### src/rtl/frame_buffer_swap.sv
// Ping-pong frame buffer controller: writes rendered pixels into the back bank,
// reads the front bank with x4 nearest-neighbour upscale, swaps at vertical blank.
module frame_buffer_swap #(
    parameter int unsigned PIXEL_WIDTH        = 16,
    parameter int unsigned SCREEN_WIDTH       = 320,
    parameter int unsigned SCREEN_HEIGHT      = 180,
    parameter int unsigned FULL_SCREEN_WIDTH  = 1280,
    parameter int unsigned FULL_SCREEN_HEIGHT = 720,
    parameter int unsigned SCALE_SHIFT        = 2,
    parameter int unsigned RD_LATENCY         = 2
) (
    input  logic                   pixel_clk_in,
    input  logic                   rst_in,
    input  logic                   ray_valid_in,
    input  logic [15:0]            ray_address_in,
    input  logic [PIXEL_WIDTH-1:0] ray_pixel_in,
    input  logic                   ray_last_pixel_in,
    output logic                   frame_buff_ready_out,
    input  logic [10:0]            hcount_in,
    input  logic [9:0]             vcount_in,
    output logic                   wr_en_a_out,
    output logic                   wr_en_b_out,
    output logic [15:0]            wr_addr_out,
    output logic [PIXEL_WIDTH-1:0] wr_data_out,
    output logic [15:0]            rd_addr_out,
    input  logic [PIXEL_WIDTH-1:0] rd_data_a_in,
    input  logic [PIXEL_WIDTH-1:0] rd_data_b_in,
    output logic [PIXEL_WIDTH-1:0] pixel_out,
    output logic                   display_sel_out,
    output logic [7:0]             frame_count_out,
    output logic                   drop_flag_out
);

    localparam int unsigned FRAME_PIXELS = SCREEN_WIDTH * SCREEN_HEIGHT;
    localparam int unsigned EXT_W        = 18;

    localparam logic [0:0] WRITING   = 1'b0;
    localparam logic [0:0] WAIT_SWAP = 1'b1;

    logic [0:0] state;
    logic [0:0] state_next;

    logic       in_range_c;
    logic       swap_event_c;
    logic       accept_c;
    logic       drop_c;
    logic       ready_next;
    logic       sel_next;
    logic [7:0] count_next;

    logic        active_c;
    logic [15:0] rd_addr_c;

    logic [RD_LATENCY:0] act_pipe;
    logic [RD_LATENCY:0] sel_pipe;

    assign in_range_c   = {1'b0, ray_address_in} < 17'(FRAME_PIXELS);
    assign swap_event_c = (hcount_in == '0) && (vcount_in == 10'(FULL_SCREEN_HEIGHT));

    assign active_c  = (hcount_in < 11'(FULL_SCREEN_WIDTH)) && (vcount_in < 10'(FULL_SCREEN_HEIGHT));
    assign rd_addr_c = 16'(EXT_W'(hcount_in >> SCALE_SHIFT)
                         + EXT_W'(vcount_in >> SCALE_SHIFT) * EXT_W'(SCREEN_WIDTH));

    always_ff @(posedge pixel_clk_in or posedge rst_in) begin
        if (rst_in) begin
            state <= WRITING;
        end else begin
            state <= state_next;
        end
    end

    // Write acceptance, drop detection and swap decision.
    always_comb begin
        state_next = state;
        ready_next = 1'b1;
        accept_c   = 1'b0;
        drop_c     = 1'b0;
        sel_next   = display_sel_out;
        count_next = frame_count_out;
        case (state)
            WRITING: begin
                if (ray_valid_in) begin
                    if (in_range_c) begin
                        accept_c = 1'b1;
                        if (ray_last_pixel_in) begin
                            state_next = WAIT_SWAP;
                            ready_next = 1'b0;
                        end
                    end else begin
                        drop_c = 1'b1;
                    end
                end
            end
            WAIT_SWAP: begin
                ready_next = 1'b0;
                drop_c     = ray_valid_in;
                if (swap_event_c) begin
                    state_next = WRITING;
                    ready_next = 1'b1;
                    sel_next   = ~display_sel_out;
                    count_next = frame_count_out + 8'd1;
                end
            end
            default: state_next = WRITING;
        endcase
    end

    always_ff @(posedge pixel_clk_in or posedge rst_in) begin
        if (rst_in) begin
            frame_buff_ready_out <= 1'b1;
            wr_en_a_out          <= 1'b0;
            wr_en_b_out          <= 1'b0;
            wr_addr_out          <= '0;
            wr_data_out          <= '0;
            display_sel_out      <= 1'b0;
            frame_count_out      <= '0;
            drop_flag_out        <= 1'b0;
        end else begin
            frame_buff_ready_out <= ready_next;
            wr_en_a_out          <= accept_c & display_sel_out;
            wr_en_b_out          <= accept_c & ~display_sel_out;
            if (accept_c) begin
                wr_addr_out <= ray_address_in;
                wr_data_out <= ray_pixel_in;
            end
            display_sel_out <= sel_next;
            frame_count_out <= count_next;
            drop_flag_out   <= drop_flag_out | drop_c;
        end
    end

    // Read side: active flag and bank select travel with the address through BRAM latency.
    always_ff @(posedge pixel_clk_in or posedge rst_in) begin
        if (rst_in) begin
            rd_addr_out <= '0;
            act_pipe    <= '0;
            sel_pipe    <= '0;
            pixel_out   <= '0;
        end else begin
            rd_addr_out <= rd_addr_c;
            act_pipe    <= {act_pipe[RD_LATENCY-1:0], active_c};
            sel_pipe    <= {sel_pipe[RD_LATENCY-1:0], display_sel_out};
            if (!act_pipe[RD_LATENCY]) begin
                pixel_out <= '0;
            end else if (sel_pipe[RD_LATENCY]) begin
                pixel_out <= rd_data_b_in;
            end else begin
                pixel_out <= rd_data_a_in;
            end
        end
    end

endmodule

### config.mk
export PLATFORM = sky130hd
export DESIGN_NAME = frame_buffer_swap
export DESIGN_NICKNAME = d
export VERILOG_FILES = /design/src/rtl/frame_buffer_swap.sv
export SDC_FILE = /design/constraint.sdc
export NUM_CORES = 1
export LEC_CHECK = 0
export CAP_MARGIN = 20
export CORE_MARGIN = 2
export CORE_UTILIZATION = 50
export DETAILED_ROUTE_END_ITERATION = 7
export DONT_BUFFER_PORTS = 1
export GPL_TIMING_DRIVEN = 0
export PLACE_DENSITY = 0.72
export SLEW_MARGIN = 20
export SYNTH_ARGS = -nofsm -noshare
export SYNTH_HDL_FRONTEND = slang
export SYNTH_SLANG_ARGS = --single-unit
### constraint.sdc
create_clock -name pixel_clk_in -period 6.75 [get_ports pixel_clk_in]
set_input_delay 0 -clock pixel_clk_in [delete_from_list [all_inputs] [get_ports pixel_clk_in]]
set_output_delay 0 -clock pixel_clk_in [all_outputs]
set_load 0.01 [all_outputs]
# Word level (Yosys, flattened, before mapping)
# Cells that the tools add are included.
# classes
n_addsub	2
mul	1
n_lt_le_gt_ge	3
n_eq_ne	1
muxes	18
bitwise_logic	5
n_reduce_logical	4
# op_table
operator	count
two-way mux 16 bit	2
adder 9 x 16 -> 16 bit	1
less-than comparator 16 bit (second input constant)	1
two-way mux 1 bit	13
zero test 11 bit	1
less-than comparator 11 bit (second input constant)	1
== test 10 bit (second input constant)	1
less-than comparator 10 bit (second input constant)	1
multiplier 8 x 3 -> 10 bit (second input constant)	1
adder 8 x 1 -> 8 bit (second input constant)	1
one-hot mux 1 bit (2 select lines)	3
AND 1 bit	2
logical AND 1 bit	2
NOT 1 bit	2
AND reduction 2 bit	1
bitwise OR 1 bit	1
# word_totals
ff_bits	84
in_bits	89
output_inout_bits	77
wordCells	47

# Logic depth before layout (Yosys ltp)
# depth
depth_word	5
mapped_depth	8
mapped_depth_nobuf	8

# Worst setup path before layout
# Ideal clock, no wire load.
# synth_path
kind	input-to-reg
startpoint	input vcount_in[3]
endpoint	register rd_addr_out[15]
setup_ps	125
t_arrival_ps	1732
required_ps	6625
slack_ps	4893
cell_stages	8
n_path_buf	0
cell_sequence	ha_1 > ha_1 > fa_1 > a211oi_1 > nor2_1 > xor2_1 > nand4_1 > xnor2_1
# synth_via
elab_chain_cells	2
# synth_lines
item	line	source
start, declared	20	input logic [9:0] vcount_in,
multiplier 8 x 3 -> 10 bit	62	+ EXT_W'(vcount_in >> SCALE_SHIFT) * EXT_W'(SCREEN_WIDTH));
adder 9 x 16 -> 16 bit	62	
via rd_addr_c[15]	52	logic [15:0] rd_addr_c;
end signal, assigned	140	rd_addr_out <= rd_addr_c;
end, declared	25	output logic [15:0] rd_addr_out,
# The timed path passes the listed nets, and every way through them passes these cells.
# A chain may end at the register's enable or synchronous reset.

# Worst setup path in the final report
# layout_path
startpoint	register sel_pipe[2]
endpoint	register pixel_out[14]
# layout_via
elab_chain_cells	2
# layout_lines
item	line	source
start, declared	55	logic [RD_LATENCY:0] sel_pipe;
start signal, assigned	142	sel_pipe <= {sel_pipe[RD_LATENCY-1:0], display_sel_out};
two-way mux 16 bit	145	end else if (sel_pipe[RD_LATENCY]) begin
two-way mux 16 bit	143	if (!act_pipe[RD_LATENCY]) begin
end signal, assigned	146	pixel_out <= rd_data_b_in;
end signal, assigned	148	pixel_out <= rd_data_a_in;
end, declared	28	output logic [PIXEL_WIDTH-1:0] pixel_out,
# No other way between the ends.

==> metrics.txt <==
status completed; routed length per instance 17.7 microns; r2r setup slk 4.65 ns; die width 88.9 microns; synthesized flop and latch total 84; DP Wirelength 5260 microns; layout cells sized above 1 16.5%; die height 88.9 microns; hold buffers post-CTS 82; Clock Skews 0.00880 ns; RSZ-0062 raised after global routing no; Mapped Area 3610 sq um; final cycle utilization of the critical path 31.1%; initial antenna violation count 0; Hold WC Path Type input pin to flop; Rows 30; vias 2,431; Peak supply drop 133 uV; Core Footprint 6870 sq um; antenna-violating nets left 0; DR vias/cell 5.28; crit-path max FO 10; post-CTS sizing 0; post-layout min period 2.10 ns; Post-synth EDFFs 0; DRC Markers 0; Clock Path Buffers 2; area growth from synthesis to layout 33.4%; first-pass GRT wire length 12,500 microns; Filler cells 507; drt first pass iters 4; synth warn 0; routability cong. 0.765; Initial Utilization 52.5%; root buffer cell clkbuf_8; Pleak 2.22 nW; Placed Cells 362; Worst Setup Path Type flop to flop; nets@finish 466; DR iter-0 viols 48; fin cells 460; Max Slew Vio Count 0; Post-synth top flop dfrtp_1; critical path data required time 6.99 ns; Crit. End Element flop; total gr overflow 0; TNS Setup 0 ns; CTS tree built; Post-CTS Setup Inserts 0; Worst setup SP type flop; final setup violation count 0; CTS clk-pin slew, worst paths 0.08 ns; Clock Sink Count 84; Port Buf Inserts 0; Ant. Diodes 0; Total GRT Usage 21.1%; H-Tree Level Count 3; clock buffer count from CTS 9; Slew headroom 61.4%; Slew @ Worst Pin 0.575 ns; PwrDens 281 nW/um^2; Async SR Flop Fraction 100%; Unique masters post-synth 39; vias in the first global route 2,685; Synth Area per Inst 13.6 sq um; Mapped Cells 265; largest net degree at the start of global routing 58; Clock Latency Late Sink 0.35 ns; synthesized net count 372; crit path DAT 2.34 ns; die footprint 7910 sq um; share of the yosys chip area belonging to registers 58.3%; final hold violation count 0; # IOs 166; Max-Cap Viols 0; Max Freq 477 MHz; Worst Hold Slack 0.0148 ns; total wire length 8150 microns
## layout make-up
| class | count | area [sq um] | area share, % |
|---|---|---|---|
| buffer | 6 | 46.3 | 0.962 |
| clock buffer | 10 | 138 | 2.86 |
| clock inverter | 6 | 95.1 | 1.98 |
| inverter | 11 | 43.8 | 0.910 |
| multi-input combinational | 164 | 1420 | 29.4 |
| sequential | 84 | 2100 | 43.7 |
| tap | 96 | 120 | 2.50 |
| timing repair buffer | 83 | 848 | 17.6 |
## state kept, by name, indices dropped and copies added, names as in the netlist
signal and flops:
pixel_out 16, rd_addr_out 16, wr_addr_out 16, wr_data_out 16
frame_count_out 8, act_pipe 3, sel_pipe 3, display_sel_out 1
drop_flag_out 1, frame_buff_ready_out 1, state 1, wr_en_a_out 1
wr_en_b_out 1
## cell usage in the layout (no fill, tap or decap), types with 3 or more instances in the layout
cell type       n
a21oi_1         3
buf_6           3
clkbuf_8       10
dfrtp_1        83
dlygate4sd3_1  82
ha_1           16
inv_1          10
mux2_2         33
mux2i_1        16
nand2_1         5
nand3_1         5
nand4_1         4
nor2_1         13
nor2b_1        17
o21ai_0         6
xnor2_1        15
xor2_1          4
## report_power, final
part	total (W)	switching (W)	internal (W)
combinational	0.000218	0.0000862	0.000131
sequential	0.000728	0.000119	0.000609
clock	0.000408	0.000185	0.000222
total	0.00135	0.000391	0.000962
## Yosys cell counts, drive strengths merged, types with 2 or more instances
library cell  number  area share, %
nor4               4            1.3
o21ai              6           0.83
ha                16            5.5
clkbuf             2           0.21
a211oi             2           0.42
and2               2           0.35
nand3              5           0.69
xor2               4           0.97
fa                 2            1.1
and3               2           0.35
o2111ai            2           0.49
buf                4            1.1
xnor2             15            3.6
dfrtp             83             58
nand2              6           0.69
mux2i             16            4.4
a21oi              3           0.42
inv               11            1.1
nor2b             17            2.9
nand4              4           0.69
mux2              33             10
nor2              13            1.4
## cell families (layout without fill, tap and decap cells)
| group | after synthesis | in the layout | share of synthesized area (%) |
|---|---|---|---|
| buf+inv | 17 | 116 | 2.43 |
| mux | 49 | 49 | 14.7 |
| compound gates | 19 | 19 | 3.57 |
| flops | 84 | 84 | 58.3 |
| fa+ha+maj | 18 | 18 | 6.66 |
| xor+xnor | 19 | 19 | 4.61 |
| simple gates | 59 | 59 | 9.68 |
## routing by layer
metal | vias up | routed length (microns) | GRT usage, % | share of wire (%)
met2 | 109 | 4300 | 36.9 | 53
met4 | 0 | 275 | 11.7 | 3.4
met3 | 23 | 511 | 5.17 | 6.3
met5 | - | 0 | 0 | 0
met1 | 1191 | 3070 | 23.5 | 38
li1 | 1108 | - | - | -
## worst max-delay path, cell delays in order, from the launching register on
cell and delay (ns):
dfrtp_1 0.32, clkbuf_1 0.39, buf_2 0.38, mux2i_1 0.27, dlygate4sd3_1 0.58, nor2b_1 0.05
## metrics by stage
stage	util, %	total power (W)	worst slack (ns)	instance area, sq um
floorplan	-	0.000862	4.59	3610
global placement	54.3	0.000900	3.77	3730
detailed placement	54.7	0.000916	4.74	3760
CTS	70.0	0.00136	4.70	4810
global route	70.0	0.00142	4.57	4810
finish	70.0	0.00135	4.65	4810
## worst paths after layout
check	start	endpoint	cells past startpoint
hold reg to reg	act_pipe[1]	act_pipe[2]	0
setup / recovery	sel_pipe[2]	pixel_out[14]	5
hold / removal	vcount_in[6]	display_sel_out	3
min in group asynchronous	rst_in	rd_addr_out[11]	2
setup reg to reg	sel_pipe[2]	pixel_out[14]	5
max in group asynchronous	rst_in	frame_buff_ready_out	3
Power figures use the tool's default switching activity.
